[src/rtl/neokeon_rc_seq_if.sv]
// Handshake bundle between the Noekeon round-constant sequencer and the round controller.
// The sequencer takes the slave side; the controller (or a bench) takes the master side.
interface neokeon_rc_seq_if;
    logic       inStart;
    logic       inDecrypt;
    logic       inStep;
    logic       inAbort;
    logic [7:0] outRc;
    logic [4:0] outRound;
    logic       outValid;
    logic       outLast;
    logic       outBusy;
    logic       outDone;

    modport master (
        output inStart,
        output inDecrypt,
        output inStep,
        output inAbort,
        input  outRc,
        input  outRound,
        input  outValid,
        input  outLast,
        input  outBusy,
        input  outDone
    );

    modport slave (
        input  inStart,
        input  inDecrypt,
        input  inStep,
        input  inAbort,
        output outRc,
        output outRound,
        output outValid,
        output outLast,
        output outBusy,
        output outDone
    );
endinterface

[src/rtl/neokeon_rc_seq.sv]
// Sequential Noekeon round-constant generator: walks GF(2^8) doubling forward for
// encryption or its exact inverse for decryption, one constant per accepted step.
module neokeon_rc_seq #(
    parameter int         ROUNDS      = 16,
    parameter logic [7:0] RC_ENC_INIT = 8'h80,
    parameter logic [7:0] RC_DEC_INIT = 8'hD4
) (
    input logic              inClk,
    input logic              inRst,
    neokeon_rc_seq_if.slave  bus
);

    typedef enum logic [1:0] {
        IDLE = 2'd0,
        RUN  = 2'd1,
        DONE = 2'd2
    } state_t;

    localparam logic [4:0] LAST_ROUND = 5'(ROUNDS);

    state_t     state, stateNext;
    logic [7:0] rc, rcNext;
    logic [4:0] round, roundNext;
    logic       decrypt, decryptNext;
    logic [7:0] rcForward, rcInverse;

    // Inverse undoes the doubling: an odd value means the reduction polynomial was folded in.
    always_comb begin
        rcForward = {rc[6:0], 1'b0} ^ (rc[7] ? 8'h1B : 8'h00);
        rcInverse = rc[0] ? (8'h80 | ((rc ^ 8'h1B) >> 1)) : (rc >> 1);
    end

    always_ff @(posedge inClk) begin
        if (inRst) begin
            state   <= IDLE;
            rc      <= 8'h00;
            round   <= 5'd0;
            decrypt <= 1'b0;
        end else begin
            state   <= stateNext;
            rc      <= rcNext;
            round   <= roundNext;
            decrypt <= decryptNext;
        end
    end

    always_comb begin
        stateNext   = state;
        rcNext      = rc;
        roundNext   = round;
        decryptNext = decrypt;
        unique case (state)
            IDLE: begin
                if (!bus.inAbort && bus.inStart) begin
                    stateNext   = RUN;
                    decryptNext = bus.inDecrypt;
                    rcNext      = bus.inDecrypt ? RC_DEC_INIT : RC_ENC_INIT;
                    roundNext   = 5'd0;
                end
            end
            RUN: begin
                if (bus.inAbort) begin
                    stateNext   = IDLE;
                    rcNext      = 8'h00;
                    roundNext   = 5'd0;
                    decryptNext = 1'b0;
                end else if (bus.inStep) begin
                    if (round == LAST_ROUND) begin
                        stateNext = DONE;
                    end else begin
                        rcNext    = decrypt ? rcInverse : rcForward;
                        roundNext = round + 5'd1;
                    end
                end
            end
            DONE: begin
                stateNext = IDLE;
                if (bus.inAbort) begin
                    rcNext      = 8'h00;
                    roundNext   = 5'd0;
                    decryptNext = 1'b0;
                end
            end
            default: begin
                stateNext = IDLE;
            end
        endcase
    end

    // An aborted DONE cycle must not be seen as a completed sequence.
    always_comb begin
        bus.outRc    = rc;
        bus.outRound = round;
        bus.outValid = (state == RUN);
        bus.outBusy  = (state == RUN);
        bus.outLast  = (state == RUN) && (round == LAST_ROUND);
        bus.outDone  = (state == DONE) && !bus.inAbort;
    end

endmodule
[src/flat_wrapper.sv]
// flat-port wrapper written by rule: the top's interface ports become plain ports
module neokeon_rc_seq_flat 
#(
    parameter int         ROUNDS      = 16,
    parameter logic [7:0] RC_ENC_INIT = 8'h80,
    parameter logic [7:0] RC_DEC_INIT = 8'hD4
)
  (inClk, inRst, bus_inStart, bus_inDecrypt, bus_inStep, bus_inAbort, bus_outRc, bus_outRound, bus_outValid, bus_outLast, bus_outBusy, bus_outDone);
  neokeon_rc_seq_if bus_i ();
  input logic inClk;
  input logic inRst;
  input wire logic [$bits(bus_i.inStart)-1:0] bus_inStart;
  input wire logic [$bits(bus_i.inDecrypt)-1:0] bus_inDecrypt;
  input wire logic [$bits(bus_i.inStep)-1:0] bus_inStep;
  input wire logic [$bits(bus_i.inAbort)-1:0] bus_inAbort;
  output wire logic [$bits(bus_i.outRc)-1:0] bus_outRc;
  output wire logic [$bits(bus_i.outRound)-1:0] bus_outRound;
  output wire logic [$bits(bus_i.outValid)-1:0] bus_outValid;
  output wire logic [$bits(bus_i.outLast)-1:0] bus_outLast;
  output wire logic [$bits(bus_i.outBusy)-1:0] bus_outBusy;
  output wire logic [$bits(bus_i.outDone)-1:0] bus_outDone;
  assign bus_i.inStart = bus_inStart;
  assign bus_i.inDecrypt = bus_inDecrypt;
  assign bus_i.inStep = bus_inStep;
  assign bus_i.inAbort = bus_inAbort;
  assign bus_outRc = bus_i.outRc;
  assign bus_outRound = bus_i.outRound;
  assign bus_outValid = bus_i.outValid;
  assign bus_outLast = bus_i.outLast;
  assign bus_outBusy = bus_i.outBusy;
  assign bus_outDone = bus_i.outDone;
  neokeon_rc_seq #(.ROUNDS(ROUNDS), .RC_ENC_INIT(RC_ENC_INIT), .RC_DEC_INIT(RC_DEC_INIT)) u_core (.inClk(inClk), .inRst(inRst), .bus(bus_i));
endmodule
[config.mk]
export PLATFORM = sky130hd
export DESIGN_NAME = neokeon_rc_seq_flat
export DESIGN_NICKNAME = d
export VERILOG_FILES = /design/src/rtl/neokeon_rc_seq_if.sv /design/src/rtl/neokeon_rc_seq.sv /design/src/flat_wrapper.sv
export SDC_FILE = /design/constraint.sdc
export NUM_CORES = 1
export LEC_CHECK = 0
export CAP_MARGIN = 30
export CORE_MARGIN = 2
export CORE_UTILIZATION = 49
export DETAILED_ROUTE_END_ITERATION = 8
export PLACE_DENSITY = 0.85
export SYNTH_ARGS = -nofsm -noshare
export SYNTH_HDL_FRONTEND = slang
export SYNTH_SLANG_ARGS = --single-unit
[constraint.sdc]
create_clock -name inClk -period 2.4 [get_ports inClk]
set_input_delay 0.48 -clock inClk [delete_from_list [all_inputs] [get_ports inClk]]
set_output_delay 0.48 -clock inClk [all_outputs]
set_load 0.01 [all_outputs]
# ---- Word-level counts from Yosys, hierarchy flattened
# Index checks and enable logic that the tools add are counted.
dict set report op_classes {
  n_bitwise 2
  mul 0
  n_addsub 1
  n_shift 0
  n_reduce_logical 11
  n_lt_le_gt_ge 0
  eq_ne 9
  n_mux 24
  n_div 0
}
# operator n
set op_table {}
lappend op_table {{8-bit two-way mux} 7}
lappend op_table {{5-bit two-way mux} 6}
lappend op_table {{8-bit case mux with 3 select lines} 1}
lappend op_table {{5-bit case mux with 3 select lines} 1}
lappend op_table {{2-bit two-way mux} 4}
lappend op_table {{8-bit XOR} 1}
lappend op_table {{7-bit two-way mux} 1}
lappend op_table {{3-bit != test (second input constant)} 2}
lappend op_table {{3-bit AND reduction} 2}
lappend op_table {{5-bit by 1-bit adder with 5-bit output (second input constant)} 1}
lappend op_table {{5-bit equality test (second input constant)} 1}
lappend op_table {{5-bit AND reduction} 1}
lappend op_table {{2-bit by 1-bit != test with 1-bit output (second input constant)} 2}
lappend op_table {{4-bit NOT} 1}
lappend op_table {{2-bit case mux with 2 select lines} 1}
lappend op_table {{1-bit logical AND} 3}
lappend op_table {{3-bit by 2-bit != test with 1-bit output (second input constant)} 1}
lappend op_table {{3-bit nonzero test} 1}
lappend op_table {{2-bit by 1-bit equality test with 1-bit output (second input constant)} 1}
lappend op_table {{2-bit equality test (second input constant)} 1}
lappend op_table {{2-bit zero test} 1}
lappend op_table {{1-bit two-way mux} 2}
lappend op_table {{2-bit != test (second input constant)} 1}
lappend op_table {{1-bit case mux with 2 select lines} 1}
lappend op_table {{other kinds (3)} 3}
dict set report totals {
  latchBits 0
  output_inout_bits 17
  ff_bits 16
  inputBits 6
  ramBits 0
  mem_count 0
  romBits 0
  elab_cells 51
}

# ---- Longest topological paths before layout
# Gate-level depths: netlist of run 1.
dict set report depth {
  word_depth 7
  mapped_depth 7
  mapped_depth_nobuf 6
}

# ---- Least setup slack after synthesis of run 1
# OpenSTA, ideal clock, no wires.
dict set report synth_timing {
  path_type {reg2reg}
  startpoint {reg u_core.state[0]}
  endpoint {reg u_core.round[4], in the netlist u_core.bus.outRound[4]}
  arrival_time_ps 1858
  synth_period_minus_slack_ps 1928
  slack_ps 472
  stages_incl_launch_ff 7
  path_cell_list {dfxtp_1 > inv_1 > ha_1 > nor2b_1 > a2111o_1 > or4_1 > a21oi_1}
}
dict set report synth_between {
  elab_chain_cells 3
}
# item line_no
set synth_lines {}
lappend synth_lines {{from (decl)} neokeon_rc_seq.sv:21} ;# state_t state, stateNext;
lappend synth_lines {{from (signal assigned)} neokeon_rc_seq.sv:40} ;# state <= stateNext;
lappend synth_lines {{2-bit by 1-bit equality test with 1-bit output, or another cell as far along} neokeon_rc_seq.sv:52} ;# unique case (state)
lappend synth_lines {{3-bit != test (no line), or another cell as far along} --}
lappend synth_lines {{5-bit AND reduction (no line)} --}
lappend synth_lines {{to (signal assigned)} neokeon_rc_seq.sv:42} ;# round <= roundNext;
lappend synth_lines {{to (decl)} neokeon_rc_seq.sv:23} ;# logic [4:0] round, roundNext;
# Parallel ways exist; a longest one is shown, timed or not.
# A chain may end at the register's enable or synchronous reset.

# ---- Worst setup path after layout of run 1
dict set report layout_timing {
  startpoint {in bus_inAbort}
  endpoint {out bus_outDone}
}
dict set report layout_between {
  elab_chain_cells 2
}
# item line_no
set layout_lines {}
lappend layout_lines {{from (decl)} flat_wrapper.sv:15} ;# input wire logic [$bits(bus_i.inAbort)-1:0] bus_inAbort;
lappend layout_lines {{1-bit zero test} neokeon_rc_seq.sv:97} ;# bus.outDone = (state == DONE) && !bus.inAbort;
lappend layout_lines {{1-bit logical AND} neokeon_rc_seq.sv:97}
lappend layout_lines {{to (decl)} flat_wrapper.sv:21} ;# output wire logic [$bits(bus_i.outDone)-1:0] bus_outDone;
# Every way passes these cells.

==> flow_summary.ini, run 1 <==
[status]
run_status = complete, no violations

[yosys]
syn_inst = 131
syn-num-nets = 144
synth_warnings = 0
synth-seq-cells = 16
synthTopCellsByArea = dfxtp_1, ha_1, a21oi_1
ys_seq_area_frac = 0.303
synth-main-ff-cell = dfxtp_1
netlist_area_um2 = 1060
netlist.area_leader.share = 0.303
async_reset_ff_frac = 0
yosysUniqueCellTypes = 39
avgSynthCellArea_um2 = 8.07
yosysTopAreaCell = dfxtp_1
synth_edf_count = 0

[power_and_ir_drop]
powerDensity_nw_per_um2 = 508
peakVddDrop_mv = 0.460
leakage_nw = 0.501

[timing]
fin_crit_sh = 0.952
worst_slew_pin_slew_ns = 0.513
fmax_mhz = 438
rsz0062_at_grt = no
finalSetupTns_ns = 0
max_slew_margin = 0.657
skew_ns = 0.00723
fin_ws_ns = 0.116
finalCriticalPeriod_ns = 2.28
whs_ns = 0.519
slew_viol_final = 0
setup_viol = 0
hold_viol_final = 0

[worst_hold_path]
holdPathStages = 2
hold_end = u_core.bus.outRc[5]
hold_start = u_core.bus.outRc[5]
hold_class = reg2reg

[detailed_routing]
route.detailed.drc = 0
ant_nets = 0
vias = 1049
firstDrtPassIters = 5
drt_iter0_markers = 20
wl_um = 2480
detail_route.wl_per_cell_um = 13.6
via_per_inst = 5.76

[setup_path]
cp_max_fo = 4
path_delay_family = buffers and inverters
cp.depth = 3
path_class = in2out
worst_setup_path_end_kind = output port
reg2reg_depth = 8
startpoint_type = input port
crit_chain = clkdlybuf4s50_1 -> nor2b_1 -> clkdlybuf4s50_1
cp_slowest_cell = clkdlybuf4s50_1
crit_buf_inv = 2
worst_path_most_repeated_cell = clkdlybuf4s50_1
timing.rr.start = u_core.state[1]
r2r_end = u_core.bus.outRc[4]
critPathArrivalTime_ns = 1.80
crit_required_ns = 1.92
reg2reg_slack_ns = 0.41
slowest_delay_ns = 0.59

[layout]
fin_cells = 182
fin_util = 0.684
layout-drive-gt1-share = 0.0903
most-common-layout-cells = clkdlybuf4s50_1, dfxtp_1, nor2_1, a21oi_1, o21ai_0
nets = 170
layout_commonest_cell = clkdlybuf4s50_1
area_growth_pct = 29.6
n_antenna_cell = 0

[grt]
grt_pass1_vias = 951
antenna_found_initial = 0
grt_usage = 0.224
grt_remaining_overflow = 0
grt_pass1_wl_um = 4330
grt_max_degree = 20

[die]
die_h_um = 50.5
design.portCount = 23
dieArea_um2 = 2550
design.core.area_um2 = 2000
die_x_um = 50.5
initial_core_util = 0.528
rows = 16

[clock_network]
cts_buffers = 3
cts_hold_buf = 0
cts.clk_slew.worst_paths_ns = 0.08
clk_latency_ns = 0.28
htreeDepth = 1
clkSinkCount = 16
cts.path.max_buffers = 2
cts_root_buf = clkbuf_4
cts_tree = yes

[job]
cap_violations = 0

[placed_design]
dp_hpwl_um = 1850
pre_cts_slack_ns = 0.124
gp_congestion = 0.791
dp_cells = 179
io_buffer_count = 22
## worst register-to-register path, delay by kind of cell, from the launching register on
family                   cells  cell delay [ns]
flip-flops                   1             0.39
AO/OA/AOI/OAI                3             0.55
buffers and inverters        3             0.50
adder cells (fa/ha/maj)      1             0.28
AND/OR/NAND/NOR              1             0.19
## how the worst max path moves through the flow
stage | from | endpoint | slack, ns
floorplan | u_core.state[0] | u_core.bus.outRound[4] | 0.47
global placement | bus_inAbort | u_core.bus.outRound[4] | 0.17
detailed placement | bus_inAbort | u_core.bus.outRound[4] | 0.12
CTS | bus_inAbort | bus_outDone | 0.12
global route | u_core.state[0] | bus_outDone | 0.03
finish | bus_inAbort | bus_outDone | 0.12
## kinds of logic (layout without fill, tap and decap cells)
kind of cell / count (synthesis) / count (layout) / synth area share
xor gates and xnor gates: 5 / 5 / 0.0414
DFF: 16 / 16 / 0.303
adders and majority gates: 7 / 7 / 0.0828
muxes: 5 / 5 / 0.0473
buffers and inverters: 14 / 38 / 0.0544
AOI/OAI and AO/OA: 35 / 35 / 0.208
and+or+nand+nor: 49 / 49 / 0.263
## layout make-up
class	instances	area [µm²]
fill	166	632
multi-input combinational	101	699
timing repair buffer	29	272
clock buffer	3	22.5
tap	27	33.8
sequential	16	320
inverter	6	22.5
## through the flow
step | total power (W) | area [µm²]
2_1_floorplan | 0.000467 | 1060
3_3_place_gp | 0.000556 | 1330
3_5_place_dp | 0.000562 | 1330
4_1_cts | 0.000702 | 1370
5_1_grt | 0.000745 | 1370
6_report | 0.000696 | 1370
## metal layers
layer  GRT usage  wire [µm]  up-vias
li1            -          -      524
met1       0.299       1180      482
met2       0.349       1140       39
met3      0.0685        140        4
met4      0.0631         26        0
met5           0          0        -
## Yosys cell counts, types with 2 or more instances
master / instances
nor2b_1: 2
inv_1: 6
clkbuf_1: 6
xor2_1: 2
xnor2_1: 3
a21oi_1: 11
and2_1: 4
nand3_1: 7
nor2_1: 11
ha_1: 7
o21ai_0: 9
nor3_1: 7
a31oi_1: 2
nand2_1: 4
dfxtp_1: 16
o31ai_1: 2
a211oi_1: 2
nand2b_1: 5
mux2i_1: 5
## timing repair
action                     in CTS  in global routing
setup buffers                   0                  0
setup endpoints to repair       1                  0
gates resized for setup         3                  0
## state kept, by name, summed over array words and instances, names as in the netlist
name	count
u_core.bus.outRc	8
u_core.state	2
u_core.bus.outRound	5
u_core.decrypt	1
## report_power, final
part | switching (W) | total [W] | internal (W)
clock network | 0.0000797 | 0.000138 | 0.0000583
registers | 0.0000318 | 0.000316 | 0.000284
logic | 0.000118 | 0.000241 | 0.000124
Power figures use the tool's default switching activity.
==> run 2: changes to the inputs <==
Settings changed: GPL_TIMING_DRIVEN set to 0, HOLD_SLACK_MARGIN set to 0.08.
==> flow_summary.ini, run 2 (synthesized netlist as in run 1, its figures left out) <==
[status]
run_status = complete, no violations

[die]
die_x_um = 50.5
rows = 16
design.portCount = 23
die_h_um = 50.5
design.core.area_um2 = 2000
dieArea_um2 = 2550
initial_core_util = 0.528

[clock_network]
clkSinkCount = 16
cts_hold_buf = 0
cts_root_buf = clkbuf_4
cts_buffers = 3
cts.path.max_buffers = 2
htreeDepth = 1
cts.clk_slew.worst_paths_ns = 0.10
clk_latency_ns = 0.29
cts_tree = yes

[grt]
grt_usage = 0.224
grt_pass1_vias = 1014
grt_remaining_overflow = 0
grt_max_degree = 11
grt_pass1_wl_um = 4400
antenna_found_initial = 0

[timing]
fin_crit_sh = 0.977
max_slew_margin = 0.580
fmax_mhz = 426
setup_viol = 0
hold_viol_final = 0
fin_ws_ns = 0.0545
finalCriticalPeriod_ns = 2.35
worst_slew_pin_slew_ns = 0.629
skew_ns = 0.00876
rsz0062_at_grt = no
slew_viol_final = 0
finalSetupTns_ns = 0

[power_and_ir_drop]
peakVddDrop_mv = 0.413
powerDensity_nw_per_um2 = 536
leakage_nw = 0.483

[detailed_routing]
firstDrtPassIters = 4
route.detailed.drc = 0
ant_nets = 0
wl_um = 2540
vias = 1079
via_per_inst = 5.86
detail_route.wl_per_cell_um = 13.8
drt_iter0_markers = 42

[job]
cap_violations = 0

[layout]
fin_util = 0.681
most-common-layout-cells = clkdlybuf4s50_1, dfxtp_1, nor2_1, a21oi_1, o21ai_0
largest_register_ffs = 8
layout_commonest_cell = clkdlybuf4s50_1
nets = 171
n_antenna_cell = 0
area_growth_pct = 29.0
design_area_um2 = 1360
layout-drive-gt1-share = 0.0764

[setup_path]
reg2reg_slack_ns = 0.18
worst_setup_path_end_kind = output port
worst_path_most_repeated_cell = clkdlybuf4s50_1
path_delay_family = buffers and inverters
cp_max_fo = 9
startpoint_type = input port
crit_required_ns = 1.92
critPathArrivalTime_ns = 1.87
slowest_delay_ns = 0.58
crit_chain = clkdlybuf4s50_1 -> nor2b_1 -> clkdlybuf4s50_1
cp_slowest_cell = clkdlybuf4s50_1
crit_buf_inv = 2
path_class = in2out

[placed_design]
io_buffer_count = 21
placed_area_um2 = 1300
dp_hpwl_um = 1880
gp_congestion = 0.847
pre_cts_slack_ns = -0.124

[worst_hold_path]
hold_class = reg2reg
[run 2: per-stage QoR]
step | instances | total power [W] | hold WS (ns)
6_report | 184 | 0.000731 | 0.531
3_3_place_gp | 179 | 0.000548 | 0.497
4_1_cts | 184 | 0.000735 | 0.533
2_1_floorplan | 131 | 0.000467 | 0.518
5_1_grt | 184 | 0.000777 | 0.553
3_5_place_dp | 179 | 0.000552 | 0.519
[run 2: layout make-up]
| cell class | count | area [µm²] |
|---|---|---|
| multi-input cells | 101 | 697 |
| fillers | 173 | 638 |
| flip-flops and latches | 16 | 322 |
| repair buffers | 22 | 218 |
| clock buffers | 4 | 36.3 |
| plain buffers | 8 | 35.0 |
| well taps | 27 | 33.8 |
| inverters | 6 | 22.5 |
[run 2: where the power goes]
part / internal [W] / total [W] / switching, W
combinational: 0.000116 / 0.000250 / 0.000134
sequential: 0.000285 / 0.000301 / 0.0000162
clock: 0.0000926 / 0.000180 / 0.0000877
total: 0.000493 / 0.000731 / 0.000238
[run 2: path summary, 6_finish.rpt]
check                                    startpoint             endpoint  cells past startpoint
worst max-delay path                    bus_inAbort          bus_outDone                      3
worst min-delay path            u_core.bus.outRc[1]  u_core.bus.outRc[1]                      2
worst max register to register      u_core.state[1]  u_core.bus.outRc[7]                      7
worst min register to register  u_core.bus.outRc[1]  u_core.bus.outRc[1]                      2
[run 2: per-layer routing]
| metal | share of wire | GRT usage | up-vias |
|---|---|---|---|
| met4 | 0.019 | 0.0856 | 0 |
| met5 | 0 | 0 | - |
| met2 | 0.49 | 0.375 | 49 |
| met1 | 0.43 | 0.271 | 495 |
| met3 | 0.063 | 0.0625 | 9 |
| li1 | - | - | 526 |
[run 2: worst register-to-register path, stage by stage (launching register included)]
cell	delay (ns)
dfxtp_1	0.40
inv_1	0.11
ha_1	0.28
nor3b_1	0.21
a2111oi_1	0.53
buf_2	0.34
a21oi_1	0.10
nor3_1	0.17
[run 2: what timing repair did]
action,CTS,global route
pin swaps,1,0
buffers inserted,1,0
resized for setup,2,2
setup endpoints to repair,1,1
==> run 3: changes to the inputs <==
Settings changed: CORE_ASPECT_RATIO set to 1.2.
==> flow_summary.ini, run 3 (synthesized netlist as in run 1, its figures left out) <==
[setup_path]
cp_max_fo = 9
reg2reg_depth = 6
path_delay_family = buffers and inverters
crit_required_ns = 1.92
crit_buf_inv = 2
crit_end = bus_outDone
timing.rr.start = u_core.state[1]
startpoint_type = input port
critPathArrivalTime_ns = 1.85
path_class = in2out
cp-startpoint = bus_inAbort
cp_slowest_cell = clkdlybuf4s50_1
reg2reg_slack_ns = 0.21
slowest_delay_ns = 0.57
crit_chain = clkdlybuf4s50_1 -> nor2b_2 -> clkdlybuf4s50_1
worst_path_most_repeated_cell = clkdlybuf4s50_1
worst_setup_path_end_kind = output port
r2r_end = u_core.bus.outRc[4]
cp.depth = 3

[placed_design]
gp_congestion = 0.798
dp_hpwl_um = 1880
io_buffer_count = 21
placed_area_um2 = 1310
pre_cts_slack_ns = -0.121

[grt]
antenna_found_initial = 0
grt_pass1_wl_um = 4180
grt_max_degree = 11
grt_pass1_vias = 1000
grt_usage = 0.229
grt_remaining_overflow = 0

[timing]
setup_viol = 0
finalSetupTns_ns = 0
finalCriticalPeriod_ns = 2.33
fin_ws_ns = 0.0652
slew_viol_final = 0
fin_crit_sh = 0.973
fmax_mhz = 428
rsz0062_at_grt = no
skew_ns = 0.00432
hold_viol_final = 0
max_slew_margin = 0.661
worst_slew_pin_slew_ns = 0.507

[clock_network]
cts.clk_slew.worst_paths_ns = 0.10
cts_tree = yes
cts_root_buf = clkbuf_4
cts_hold_buf = 0
clkSinkCount = 16
cts_buffers = 3
clk_latency_ns = 0.30
htreeDepth = 1
cts.path.max_buffers = 2

[layout]
fill_cells = 156
nets = 171
fin_util = 0.672
largest_register_ffs = 8
layout_commonest_cell = clkdlybuf4s50_1
n_antenna_cell = 0
area_growth_pct = 30.3
most-common-layout-cells = clkdlybuf4s50_1, dfxtp_1, nor2_1, a21oi_1, o21ai_0
design_area_um2 = 1380
layout-drive-gt1-share = 0.0892

[power_and_ir_drop]
leakage_nw = 0.503
finalPower_w = 0.000745
peakVddDrop_mv = 0.403
powerDensity_nw_per_um2 = 541

[die]
die_h_um = 54.9
design.portCount = 23
design.core.area_um2 = 2050
die_x_um = 46.4
dieArea_um2 = 2550
rows = 18
initial_core_util = 0.516

[detailed_routing]
detail_route.wl_per_cell_um = 14.4
firstDrtPassIters = 5
drt_iter0_markers = 60
via_per_inst = 5.80
route.detailed.drc = 0
vias = 1085
wl_um = 2690
ant_nets = 0

[status]
run_status = complete, no violations

[job]
cap_violations = 0

[worst_hold_path]
hold_class = reg2reg
[run 3: cell types whose count changed in the layout (fill, tap and decap cells not counted), sizes merged]
cell and change:
clkdlybuf4s50 -1, dlymetal6s2s +1
[run 3: metrics by stage]
step           cells  hold slack (ns)
6_report         187            0.512
5_1_grt          187            0.563
4_1_cts          187            0.524
3_5_place_dp     182            0.511
3_3_place_gp     182            0.502
2_1_floorplan    131            0.518
[run 3: worst min path at each step]
stage | startpoint | end | cells after the start
after detailed placement | u_core.bus.outRound[4] | u_core.bus.outRound[4] | 2
after global routing | u_core.bus.outRound[1] | u_core.bus.outRound[1] | 2
final | u_core.bus.outRound[1] | u_core.bus.outRound[1] | 2
after floorplan | u_core.bus.outRc[5] | u_core.bus.outRc[5] | 2
after global placement | u_core.bus.outRc[5] | u_core.bus.outRc[5] | 2
after CTS | u_core.bus.outRc[5] | u_core.bus.outRc[5] | 2
[run 3: final cells by class]
class / instances / area [µm²] / share of cell area
plain buffers: 8 / 35.0 / 0.0254
inverters: 6 / 22.5 / 0.0163
flip-flops and latches: 16 / 322 / 0.233
repair buffers: 22 / 220 / 0.160
multi-input cells: 101 / 704 / 0.511
well taps: 30 / 37.5 / 0.0272
clock buffers: 4 / 36.3 / 0.0263
[run 3: repair_timing]
| action | 4_1_cts | 5_1_grt |
|---|---|---|
| setup buffers | 1 | 0 |
| hold endpoints to repair | 0 | 0 |
| endpoints found under the setup margin | 1 | 6 |
| pin swaps | 1 | 0 |
| resized for setup | 2 | 5 |
[run 3: per-layer routing]
metal,wire length [µm],vias up,global-route usage
met2,1310,56,0.370
met5,0,-,0
met1,1090,491,0.275
met4,89,0,0.133
li1,-,524,-
met3,193,14,0.0495
[run 3: worst register-to-register path, delay by kind of cell (launching register included)]
kind            cells  cell delay [ns]
compound gates      2             0.62
fa+ha+maj           1             0.28
buf+inv             1             0.10
flops               1             0.39
simple gates        2             0.67
[run 3: power breakdown]
group          switching (W)  leakage, nW  internal [W]
registers          0.0000160        0.131      0.000284
clock network      0.0000929       0.0210     0.0000926
logic               0.000142        0.351      0.000117
total               0.000251        0.503      0.000494
